**src/rtl/vga_capture.sv**
```systemverilog
// Locks onto an incoming VGA raster, measures its timing and writes the centre
// pixel of every displayed cell back to cell memory as a live/dead bit.
module vga_capture #(
    parameter int unsigned WIDTH       = 12,
    parameter int unsigned HSIZE       = 800,
    parameter int unsigned VSIZE       = 600,
    parameter logic        HSPP        = 1'b1,
    parameter logic        VSPP        = 1'b1,
    parameter int unsigned P_PARAM_N   = 20,
    parameter int unsigned P_PARAM_M   = 15,
    parameter int unsigned PIX_DLY     = 1,
    parameter int unsigned LOCK_FRAMES = 2
) (
    input  logic                 clk,
    input  logic                 rst,
    input  logic                 hsync,
    input  logic                 vsync,
    input  logic                 data_enable,
    input  logic [7:0]           video_red,
    input  logic [7:0]           video_green,
    input  logic [7:0]           video_blue,
    output logic                 locked,
    output logic                 wr_en,
    output logic [2*WIDTH-1:0]   wr_addr,
    output logic                 wr_live,
    output logic                 frame_done,
    output logic [7:0]           err_count,
    output logic [WIDTH-1:0]     meas_htotal,
    output logic [WIDTH-1:0]     meas_vtotal
);

    localparam int unsigned AW   = 2 * WIDTH;
    localparam int unsigned CELL = HSIZE / P_PARAM_N;
    localparam int unsigned HALF = CELL / 2;

    typedef enum logic [1:0] {S_SEARCH, S_CHECK, S_LOCKED} state_t;

    state_t state_q, state_d;

    logic hs_q, hs_d, vs_q, vs_d, de_q, de_d;
    logic hs_prev_q, vs_prev_q, de_prev_q;
    logic [2:0] rgb_msb_q, rgb_msb_d;
    logic [WIDTH-1:0] x_q, x_d, y_q, y_d, hline_q, hline_d, vline_q, vline_d;
    logic [WIDTH-1:0] subx_q, subx_d, suby_q, suby_d, cx_q, cx_d, cy_q, cy_d;
    logic [WIDTH-1:0] prev_h_q, prev_h_d, prev_v_q, prev_v_d;
    logic [WIDTH-1:0] meas_htotal_q, meas_htotal_d, meas_vtotal_q, meas_vtotal_d;
    logic line_bad_q, line_bad_d, capture_q, capture_d;
    logic [7:0] good_q, good_d, err_q, err_d;
    logic locked_q, locked_d, frame_done_q, frame_done_d;
    logic wr_en_q, wr_en_d, wr_live_q, wr_live_d;
    logic [AW-1:0] wr_addr_q, wr_addr_d;

    logic hs_rise_c, vs_rise_c, de_fall_c, line_bad_now_c, frame_ok_c, first_chk_c, lose_c;
    logic [WIDTH-1:0] y_eff_c;
    logic [7:0] good_inc_c;
    logic smp_c, strb_c;
    logic [AW-1:0] smp_addr_c, strb_addr_c;
    logic rgb_unused_c;

    assign rgb_unused_c = ^{video_red[6:0], video_green[6:0], video_blue[6:0]};

    // Datapath: input capture, raster counters, timing measurement, cell position
    always_comb begin
        hs_d      = (hsync == HSPP);
        vs_d      = (vsync == VSPP);
        de_d      = data_enable;
        rgb_msb_d = {video_red[7], video_green[7], video_blue[7]};

        hs_rise_c      = hs_q & ~hs_prev_q;
        vs_rise_c      = vs_q & ~vs_prev_q;
        de_fall_c      = de_prev_q & ~de_q;
        line_bad_now_c = de_fall_c && (x_q != WIDTH'(HSIZE));
        y_eff_c        = de_fall_c ? y_q + WIDTH'(1) : y_q;

        x_d = x_q;             y_d = vs_rise_c ? '0 : y_eff_c;
        hline_d = hline_q + WIDTH'(1);
        vline_d = vline_q;
        subx_d = subx_q;       suby_d = suby_q;
        cx_d = cx_q;           cy_d = cy_q;
        prev_h_d = prev_h_q;   prev_v_d = prev_v_q;
        meas_htotal_d = meas_htotal_q;
        meas_vtotal_d = meas_vtotal_q;
        line_bad_d = vs_rise_c ? 1'b0 : (line_bad_q | line_bad_now_c);

        if (de_fall_c)  x_d = '0;
        else if (de_q)  x_d = x_q + WIDTH'(1);

        if (hs_rise_c) begin
            meas_htotal_d = hline_q + WIDTH'(1);
            hline_d       = '0;
        end

        if (vs_rise_c) begin
            meas_vtotal_d = vline_q;
            prev_h_d      = meas_htotal_q;
            prev_v_d      = vline_q;
            vline_d       = hs_rise_c ? WIDTH'(1) : '0;
        end else if (hs_rise_c) begin
            vline_d = vline_q + WIDTH'(1);
        end

        if (de_fall_c) begin
            subx_d = '0;
            cx_d   = '0;
            if (suby_q == WIDTH'(CELL - 1)) begin
                suby_d = '0;
                cy_d   = cy_q + WIDTH'(1);
            end else begin
                suby_d = suby_q + WIDTH'(1);
            end
        end else if (de_q) begin
            if (subx_q == WIDTH'(CELL - 1)) begin
                subx_d = '0;
                cx_d   = cx_q + WIDTH'(1);
            end else begin
                subx_d = subx_q + WIDTH'(1);
            end
        end
        if (vs_rise_c) begin
            suby_d = '0;
            cy_d   = '0;
        end

        // The first frame after SEARCH has no complete predecessor to compare timing against
        first_chk_c = (state_q == S_CHECK) && (good_q == 8'd0);
        frame_ok_c  = (y_eff_c == WIDTH'(VSIZE)) && !(line_bad_q | line_bad_now_c) &&
                      (first_chk_c || ((meas_htotal_q == prev_h_q) && (vline_q == prev_v_q)));

        smp_c      = capture_q && de_q && (subx_q == WIDTH'(HALF)) &&
                     (suby_q == WIDTH'(HALF)) && (cy_q < WIDTH'(P_PARAM_M));
        smp_addr_c = AW'(cx_q) * AW'(P_PARAM_N) + AW'(cy_q);

        wr_en_d   = strb_c;
        wr_addr_d = strb_c ? strb_addr_c : wr_addr_q;
        wr_live_d = strb_c ? &rgb_msb_q : wr_live_q;
    end

    // Align the sample strobe with RGB, which lags data_enable by PIX_DLY cycles
    if (PIX_DLY == 0) begin : g_nodly
        assign strb_c      = smp_c;
        assign strb_addr_c = smp_addr_c;
    end else begin : g_dly
        logic          dv_q [PIX_DLY];
        logic          dv_d [PIX_DLY];
        logic [AW-1:0] da_q [PIX_DLY];
        logic [AW-1:0] da_d [PIX_DLY];

        always_comb begin
            dv_d[0] = smp_c;
            da_d[0] = smp_addr_c;
            for (int i = 1; i < int'(PIX_DLY); i++) begin
                dv_d[i] = dv_q[i-1];
                da_d[i] = da_q[i-1];
            end
        end

        always_ff @(posedge clk) begin
            for (int i = 0; i < int'(PIX_DLY); i++) begin
                dv_q[i] <= rst ? 1'b0 : dv_d[i];
                da_q[i] <= rst ? '0 : da_d[i];
            end
        end

        assign strb_c      = dv_q[PIX_DLY-1];
        assign strb_addr_c = da_q[PIX_DLY-1];
    end

    // Lock FSM: state register
    always_ff @(posedge clk) begin
        if (rst) state_q <= S_SEARCH;
        else     state_q <= state_d;
    end

    // Lock FSM: next state
    always_comb begin
        state_d    = state_q;
        good_inc_c = good_q + 8'd1;
        case (state_q)
            S_SEARCH: if (vs_rise_c) state_d = S_CHECK;
            S_CHECK: begin
                if (vs_rise_c) begin
                    if (!frame_ok_c)                        state_d = S_SEARCH;
                    else if (good_inc_c == 8'(LOCK_FRAMES)) state_d = S_LOCKED;
                end
            end
            S_LOCKED: if (line_bad_now_c || (vs_rise_c && !frame_ok_c)) state_d = S_SEARCH;
            default: state_d = S_SEARCH;
        endcase
    end

    // Lock FSM: outputs, good-frame count, error count and capture window
    always_comb begin
        good_d       = good_q;
        err_d        = err_q;
        capture_d    = capture_q;
        frame_done_d = vs_rise_c && capture_q;
        locked_d     = (state_d == S_LOCKED);
        lose_c       = (state_q == S_LOCKED) && (state_d != S_LOCKED);

        if (state_d != S_CHECK)                      good_d = 8'd0;
        else if (state_q == S_CHECK && vs_rise_c)    good_d = good_inc_c;

        if (lose_c && err_q != 8'hFF) err_d = err_q + 8'd1;

        if (lose_c)          capture_d = 1'b0;
        else if (vs_rise_c)  capture_d = (state_q == S_LOCKED);
    end

    always_ff @(posedge clk) begin
        if (rst) begin
            hs_q <= 1'b0; vs_q <= 1'b0; de_q <= 1'b0;
            hs_prev_q <= 1'b0; vs_prev_q <= 1'b0; de_prev_q <= 1'b0;
            rgb_msb_q <= '0;
            x_q <= '0; y_q <= '0; hline_q <= '0; vline_q <= '0;
            subx_q <= '0; suby_q <= '0; cx_q <= '0; cy_q <= '0;
            prev_h_q <= '0; prev_v_q <= '0;
            meas_htotal_q <= '0; meas_vtotal_q <= '0;
            line_bad_q <= 1'b0; capture_q <= 1'b0;
            good_q <= 8'd0; err_q <= 8'd0;
            locked_q <= 1'b0; frame_done_q <= 1'b0;
            wr_en_q <= 1'b0; wr_addr_q <= '0; wr_live_q <= 1'b0;
        end else begin
            hs_q <= hs_d; vs_q <= vs_d; de_q <= de_d;
            hs_prev_q <= hs_q; vs_prev_q <= vs_q; de_prev_q <= de_q;
            rgb_msb_q <= rgb_msb_d;
            x_q <= x_d; y_q <= y_d; hline_q <= hline_d; vline_q <= vline_d;
            subx_q <= subx_d; suby_q <= suby_d; cx_q <= cx_d; cy_q <= cy_d;
            prev_h_q <= prev_h_d; prev_v_q <= prev_v_d;
            meas_htotal_q <= meas_htotal_d; meas_vtotal_q <= meas_vtotal_d;
            line_bad_q <= line_bad_d; capture_q <= capture_d;
            good_q <= good_d; err_q <= err_d;
            locked_q <= locked_d; frame_done_q <= frame_done_d;
            wr_en_q <= wr_en_d; wr_addr_q <= wr_addr_d; wr_live_q <= wr_live_d;
        end
    end

    assign locked      = locked_q;
    assign wr_en       = wr_en_q;
    assign wr_addr     = wr_addr_q;
    assign wr_live     = wr_live_q;
    assign frame_done  = frame_done_q;
    assign err_count   = err_q;
    assign meas_htotal = meas_htotal_q;
    assign meas_vtotal = meas_vtotal_q;

endmodule

```
**config.mk**
```make
export PLATFORM = sky130hd
export DESIGN_NAME = vga_capture
export DESIGN_NICKNAME = d
export VERILOG_FILES = /design/src/rtl/vga_capture.sv
export SDC_FILE = /design/constraint.sdc
export NUM_CORES = 1
export LEC_CHECK = 0
export CAP_MARGIN = 30
export CORE_UTILIZATION = 60
export CTS_CLUSTER_DIAMETER = 120
export DETAILED_ROUTE_END_ITERATION = 8
export GPL_TIMING_DRIVEN = 0
export PLACE_DENSITY = 0.89
export SYNTH_ARGS = -nofsm -noshare
export SYNTH_HDL_FRONTEND = slang
export SYNTH_SLANG_ARGS = --single-unit
```
**constraint.sdc**
```tcl
create_clock -name clk -period 9.1 [get_ports clk]
set_input_delay 1.82 -clock clk [delete_from_list [all_inputs] [get_ports clk]]
set_output_delay 1.82 -clock clk [all_outputs]
set_load 0.02 [all_outputs]
```
==> results.md, run 1 <==
* Status: completed
* Switching Share at a little over a fifth
* Max cap viols at 0
* ANT cells at 0
* Avg WL per Cell at about 15 um
* RSZ-0062 raised after global routing: false
* Synth Flop Type: dfxtp_1
* Chip height at 128.8 um
* Register area share after synthesis at 41.95%
* CTS Buf Count at 21
* Ys Warns at 0
* Met1 Use GR at 30.64%
* Initial drt markers at 459
* First-pass GRT wire length at between 30000 and 40000 um
* Number of global-route vias before repair at 7737
* Initial Util at 62.48%
* R2r worst-path depth at 15
* Number of vias per cell at about 5.7
* Clock Sink Count at 202
* Internal power at 0.001476 W
* Port Buf Inserts at 60
* Final Max Slew Viols at 0
* Minimum clock period after layout at 3.424 ns
* Most common cell after layout, fill and taps aside: dfxtp_1
* Global-route usage over all layers at 26.41%
* I/O pins at 89
* CTS root buf: clkbuf_16
* Worst-Skew Late Latency at 0.50 ns
* Cell Area, Synth at between 0.009 and 0.01 mm2
* Post-DP HPWL at 15170 um
* Met2 usage at 48.84%
* Drc violations at 0
* Routed wire length at 21370 um
* Hold Path Origin: g_dly.da_q[0][4]
* Pwr Density at 167.6 mW/mm2
* Crit path required time at 9.51 ns
* Core Area at 0.01543 mm2
* Row cnt at 45
* Avg Inst Size Synth at 8.925 um2
* Combinational share of power at 4.8%
* Critical-path top delay cell: or4_1
* Skew final at approximately 0.022 ns
* Worst vdd ir at ~0.16 mV
* Die area at 0.01658 mm2
* Post-route setup TNS at 0 ns
* Post-CTS Resized at 0
* CTS max path bufs at 3
* Synth Register Bits at 202
* Worst slew pin tran at about 0.9 ns
* Gr busiest metal: met2
* Critical Path Fanout Max at 6
* Critical path class: reg2reg
* Critical Path Start: cx_q[1]
* Post-synth EDFFs at 0
* GP Congestion at a little under 0.9
* Vias at 7883
* Post-route ant nets at 0
* Async SR Flop Fraction at 0%
* Worst hold slack at 0.4716 ns
* Worst-path clk slew at 0.05 ns
* LEAKAGE at about 4.4 nW
* Fmax at 292.0 MHz
* Arrival @ worst endpoint at 3.84 ns
* Switching power at 0.0004094 W
* FF-to-FF setup slack at approximately 5.7 ns
* Reg2reg start: cx_q[1]
* CP Launch Type: register
* R2r endpoint: g_dly.da_q[0][15]
* Layout overhead on the synthesized area at 16.68%
* Hold Path Sink: wr_addr[4]
* Fin crit share at 37.63%
* CTS tree: yes
* Largest net degree at the start of global routing at 15
* Die X at 128.8 um
* Endpoints failing setup at 0
* Hold Crit Class: reg2reg
* Post-CTS setup repair buffer count at 0
* Initial antenna violation count at 0
* CTS Hold Bufs at 0
* Fillcell total at 1122
* GRT overflow at 0
* CP max stage delay at about 0.40 ns
* Met3 usage in global routing at 3.784%
* First-pass DRT Iterations at 4
* Hold Path Cell Cnt at 2
* Commonest cells after routing, fill and taps aside: dfxtp_1, nor2_1, nand2_1
* Clock share of power at a little under half
* CP cell instances: ha_1, ha_1, inv_1, fa_1, nor2b_1, o2111ai_1, o21ai_0, nor2_1, xnor2_1, ha_1, and2_1, nand2_1, o211a_1, or4_1, a21oi_1
* Final net count at 1245
* Crit end category: register
* Worst rel slew slack at 40.24%
* H-tree Lvls at 1
* Most used cell, CP: ha_1
* Unique masters post-synth at between 70 and 80
* Post-synthesis cell count at 1080
* Share of post-route cells with drive strength above 1 at around 6.4%
* Seq pwr share at roughly 48%
* Final hold violations at 0
-- stage by stage --
stage	util, %	instance area (um2)	setup slack [ns]	total power [W]	instances
after floorplan	-	9662	5.989	0.0009818	1086
after global placement	68.23	10530	5.539	0.001010	1357
after detailed placement	68.23	10530	5.522	0.001013	1357
after CTS	72.90	11250	5.657	0.001894	1393
after global routing	72.90	11250	5.432	0.001941	1393
final	72.90	11250	5.676	0.001885	1393
-- flip-flops by register name (all words and copies together), names as in the netlist, 2 cells and up --
register,cells
g_dly.da_q,18
wr_addr,18
cx_q,12
cy_q,12
hline_q,12
meas_htotal,12
meas_vtotal,12
prev_h_q,12
subx_q,12
suby_q,12
vline_q,12
x_q,12
y_q,12
err_count,8
good_q,8
rgb_msb_q,3
state_q,2
-- layout make-up --
class | instances | area, um2 | share of cell area, %
Timing Repair Buffer | 60 | 600.6 | 5.340
Clock buffer | 30 | 609.3 | 5.418
Sequential cell | 202 | 4044 | 35.96
Clock inverter | 6 | 111.4 | 0.9901
Inverter | 31 | 116.4 | 1.035
Tap cell | 211 | 264.0 | 2.347
Buffer | 43 | 225.2 | 2.002
Multi-Input combinational cell | 810 | 5276 | 46.91
-- routing by layer --
metal / share of wire [%] / routed length (um)
met5: 0 / 0
met3: 4.3 / 925
met4: 3.2 / 674
met1: 42 / 8977
met2: 51 / 10790
-- cell families (layout without fill, tap and decap cells) --
| kind of cell | count (synthesis) | in the layout | synth area share (%) |
|---|---|---|---|
| AOI/OAI and AO/OA | 124 | 124 | 8.840 |
| xor gates and xnor gates | 132 | 132 | 12.07 |
| adders and majority gates | 47 | 47 | 6.257 |
| buffers and inverters | 74 | 170 | 3.543 |
| DFF | 202 | 202 | 41.95 |
| muxes | 31 | 31 | 3.323 |
| other | 1 | 7 | 0.03890 |
| and+or+nand+nor | 469 | 469 | 23.97 |
-- cells in the mapped netlist, types with 2 or more instances --
| cell type | instances | share of area [%] |
|---|---|---|
| buf_4 | 6 | 0.47 |
| buf_1 | 6 | 0.23 |
| nor4_1 | 13 | 0.84 |
| nor2b_1 | 31 | 2.0 |
| nor2_1 | 168 | 6.5 |
| o211a_1 | 3 | 0.31 |
| mux2_1 | 3 | 0.35 |
| o31a_1 | 2 | 0.18 |
| mux2i_1 | 26 | 2.7 |
| a21o_1 | 3 | 0.23 |
| xnor2_1 | 46 | 4.2 |
| nand4_1 | 21 | 1.4 |
| nor3_2 | 2 | 0.21 |
| fa_1 | 2 | 0.42 |
| o2111ai_1 | 3 | 0.27 |
| and3_2 | 2 | 0.16 |
| o21bai_1 | 3 | 0.23 |
| nand2b_1 | 7 | 0.45 |
| a31oi_1 | 3 | 0.19 |
| buf_6 | 4 | 0.47 |
| nor4b_1 | 5 | 0.45 |
| nand2_1 | 103 | 4.0 |
| or2_2 | 5 | 0.32 |
| and3_1 | 19 | 1.2 |
| o21ai_0 | 13 | 0.67 |
| o22ai_1 | 2 | 0.13 |
| o311ai_0 | 2 | 0.18 |
| a22oi_1 | 3 | 0.23 |
| a21oi_1 | 55 | 2.9 |
| and2_2 | 2 | 0.16 |
| nand3_1 | 42 | 2.2 |
| clkbuf_1 | 25 | 0.97 |
| and2_1 | 4 | 0.26 |
| xor2_1 | 85 | 7.7 |
| ha_1 | 45 | 5.8 |
| a311oi_1 | 2 | 0.18 |
| nor4_2 | 3 | 0.39 |
| or3_1 | 9 | 0.58 |
| a211oi_1 | 13 | 1.0 |
| nor3_1 | 18 | 0.93 |
| or4_1 | 2 | 0.16 |
| inv_1 | 31 | 1.2 |
| dfxtp_1 | 202 | 42 |
-- worst max-delay path, delay by kind of cell, from the launching register on --
| kind | cells | cell delay [ns] |
|---|---|---|
| buf+inv | 1 | 0.05 |
| compound gates | 4 | 0.66 |
| fa+ha+maj | 4 | 1.20 |
| flops | 1 | 0.38 |
| simple gates | 5 | 0.92 |
| xor+xnor | 1 | 0.14 |
-- worst max-delay path by stage --
stage                              to  slack, ns  depth (start not counted)
finish              g_dly.da_q[0][15]       5.68                         15
global route        g_dly.da_q[0][15]       5.43                         15
CTS                 g_dly.da_q[0][15]       5.66                         15
detailed placement   g_dly.da_q[0][5]       5.52                          5
global placement     g_dly.da_q[0][5]       5.54                          5
floorplan           g_dly.da_q[0][15]       5.99                         15
-- power groups by stage --
stage          logic [W]  registers, W  clock network, W
5_1_grt        0.0000974      0.000906          0.000938
2_1_floorplan  0.0000556      0.000926                 0
6_report       0.0000897      0.000906          0.000890
3_5_place_dp   0.0000879      0.000925                 0
3_3_place_gp   0.0000860      0.000924                 0
4_1_cts        0.0000892      0.000905          0.000899
(Power assumes the default switching activity.)
==> inputs of run 2 (changes only) <==
--- a/config.mk
+++ b/config.mk
@@ -6,11 +6,11 @@
 export NUM_CORES = 1
 export LEC_CHECK = 0
 export CAP_MARGIN = 30
-export CORE_UTILIZATION = 60
+export CORE_UTILIZATION = 58
 export CTS_CLUSTER_DIAMETER = 120
 export DETAILED_ROUTE_END_ITERATION = 8
 export GPL_TIMING_DRIVEN = 0
-export PLACE_DENSITY = 0.89
+export PLACE_DENSITY = 0.86
 export SYNTH_ARGS = -nofsm -noshare
 export SYNTH_HDL_FRONTEND = slang
 export SYNTH_SLANG_ARGS = --single-unit
==> constraint.sdc (replaced) <==
create_clock -name clk -period 3.3 [get_ports clk]
set_input_delay 0.66 -clock clk [delete_from_list [all_inputs] [get_ports clk]]
set_output_delay 0.66 -clock clk [all_outputs]
set_load 0.02 [all_outputs]
==> run 2 against run 1 <==
Effect of this change: cell area rose by 1.4%; worst hold slack got worse by 0.0047 ns; die area rose by 3.4%; critical path depth fell by 3; sequential cell count did not move; global-route usage fell by 1.3 points; clock skew fell by 0.011 ns; register-to-register slack got worse by 5.6 ns; wire length rose by 0.58%; first-iteration DRC count fell by 13%; sequential power rose to 2.8 times the previous value.
==> results.md, run 2 (same netlist as run 1, synthesis figures left out) <==
* Status: completed
* Kind of cell adding the most delay to the critical path: adder cells
* First-pass GRT wire length at ~35000 um
* Chip height at 130.9 um
* Minimum clock period after layout at 3.272 ns
* Switching Share at 22.52%
* CTS Hold Bufs at 0
* Routed wire length at between 20000 and 25000 um
* Largest net degree at the start of global routing at 15
* Post-route setup TNS at 0 ns
* Clock share of power at 46.7%
* Non-Filler Instances at about 1400
* Number of vias per cell at 5.586
* Die area at roughly 0.017 mm2
* CP max stage delay at 0.43 ns
* Commonest cells after routing, fill and taps aside: dfxtp_1, nor2_1, nand2_1
* FF-to-FF setup slack at ~0.028 ns
* Critical-path top delay cell: or4_4
* CP cell instances: ha_1, ha_1, a21oi_1, nor2b_2, a311o_1, xnor2_1, ha_1, and2_4, nand2_1, o211a_1, or4_4, a21oi_2
* Post-placement cell count at 1362
* Pwr Density at 451.0 mW/mm2
* CP Launch Type: register
* Share of post-route cells with drive strength above 1 at 9.053%
* Arrival @ worst endpoint at ~3.7 ns
* Worst rel slew slack at around 44%
* CTS max path bufs at 3
* Dpl cell area at 0.01053 mm2
* Post-DP HPWL at roughly 15000 um
* Worst hold slack at between 0.4 and 0.5 ns
* Avg WL per Cell at approximately 15 um
* Row cnt at 46
* Final Max Slew Viols at 0
* Worst vdd ir at 0.3604 mV
* Worst-path clk slew at roughly 0.06 ns
* Core Area at between 0.015 and 0.02 mm2
* Initial drt markers at 399
* Critical path class: reg2reg
* Endpoints failing setup at 0
* Most used cell, CP: ha_1
* Final worst slack at 0.02780 ns
* GP Congestion at 0.8560
* Skew final at around 0.011 ns
* Crit end category: register
* H-tree Lvls at 1
* First-pass DRT Iterations at 5
* Fillcell total at 1171
* Die X at 130.9 um
* Fin crit share at 99.16%
* Worst-Skew Late Latency at 0.50 ns
* Worst slew pin tran at around 0.83 ns
* Vias at 7871
* Worst slack, placed at -0.1943 ns
* Port Buf Inserts at 60
* Clock Sink Count at between 200 and 250
* CTS Buf Count at 22
* Initial Util at 60.03%
* Crit path required time at 3.72 ns
* Critical Path Fanout Max at 5
* Hold Crit Class: reg2reg
* Initial antenna violation count at 0
* Global-route usage over all layers at ~25%
* Final net count at between 1000 and 1500
* I/O pins at 89
* CTS root buf: clkbuf_16
* Final instance area at 0.01140 mm2
* Layout overhead on the synthesized area at 18.26%
* CTS tree: yes
* LEAKAGE at 4.413 nW
* Post-route ant nets at 0
* GRT overflow at 0
* Buf/Inv on CP at 0
* Internal power at 0.003983 W
* Max cap viols at 0
* Number of global-route vias before repair at 7409
* Drc violations at 0
* Switching power at 0.001158 W
* Seq pwr share at 48.5%
* Final hold violations at 0
* ANT cells at 0
* Most common cell after layout, fill and taps aside: dfxtp_1
* Fmax at around 300 MHz
* Combinational share of power at 4.8%
[run 2: routing by layer]
metal  wire length, um  up-vias  global-route usage (%)
met5                 0        -                       0
met4               769        0                   9.669
met3               901       58                   3.420
met2             10880      201                   46.22
met1              8940     3736                   29.55
li1                  -     3876                       -
[run 2: final cells by class]
cell class / instances / area (um2) / share of cell area [%]
multi-input cells: 810 / 5339 / 46.83
flip-flops and latches: 202 / 4059 / 35.61
clock buffers: 33 / 683.2 / 5.993
repair buffers: 69 / 668.1 / 5.861
well taps: 216 / 270.3 / 2.371
plain buffers: 43 / 225.2 / 1.976
inverters: 31 / 116.4 / 1.021
clock inverters: 5 / 38.79 / 0.3402
[run 2: path summary, 6_finish.rpt]
kind                                        start                 to  cells after the start
worst min register to register  g_dly.da_q[0][17]        wr_addr[17]                      2
worst min-delay path            g_dly.da_q[0][17]        wr_addr[17]                      2
worst max-delay path                      cx_q[2]  g_dly.da_q[0][15]                     12
worst max register to register            cx_q[2]  g_dly.da_q[0][15]                     12
[run 2: timing repair]
item	4_1_cts	5_1_grt
endpoints found under the setup margin	4	4
pin swaps	1	6
gates resized for setup	6	21
setup buffers	4	5
cloned	0	0
[run 2: through the flow]
stage               power [W]  util (%)
floorplan            0.002707         -
global placement     0.002787     65.59
detailed placement   0.002794     65.59
CTS                  0.005168     70.32
global route         0.005307     70.99
finish               0.005141     70.99
[run 2: power groups by stage]
| stage | logic [W] | registers [W] | clock network, W |
|---|---|---|---|
| final | 0.000247 | 0.00250 | 0.00240 |
| after global routing | 0.000267 | 0.00250 | 0.00254 |
| after CTS | 0.000246 | 0.00250 | 0.00243 |
| after detailed placement | 0.000244 | 0.00255 | 0 |
| after global placement | 0.000238 | 0.00255 | 0 |
| after floorplan | 0.000153 | 0.00255 | 0 |
[run 2: worst register-to-register path, cell delays in order (launching register included)]
cell and delay [ns]:
dfxtp_2 0.35, ha_1 0.32, ha_1 0.31, a21oi_1 0.19, nor2b_2 0.08, a311o_1 0.37, xnor2_1 0.15, ha_1 0.35
and2_4 0.17, nand2_1 0.10, o211a_1 0.26, or4_4 0.43, a21oi_2 0.13
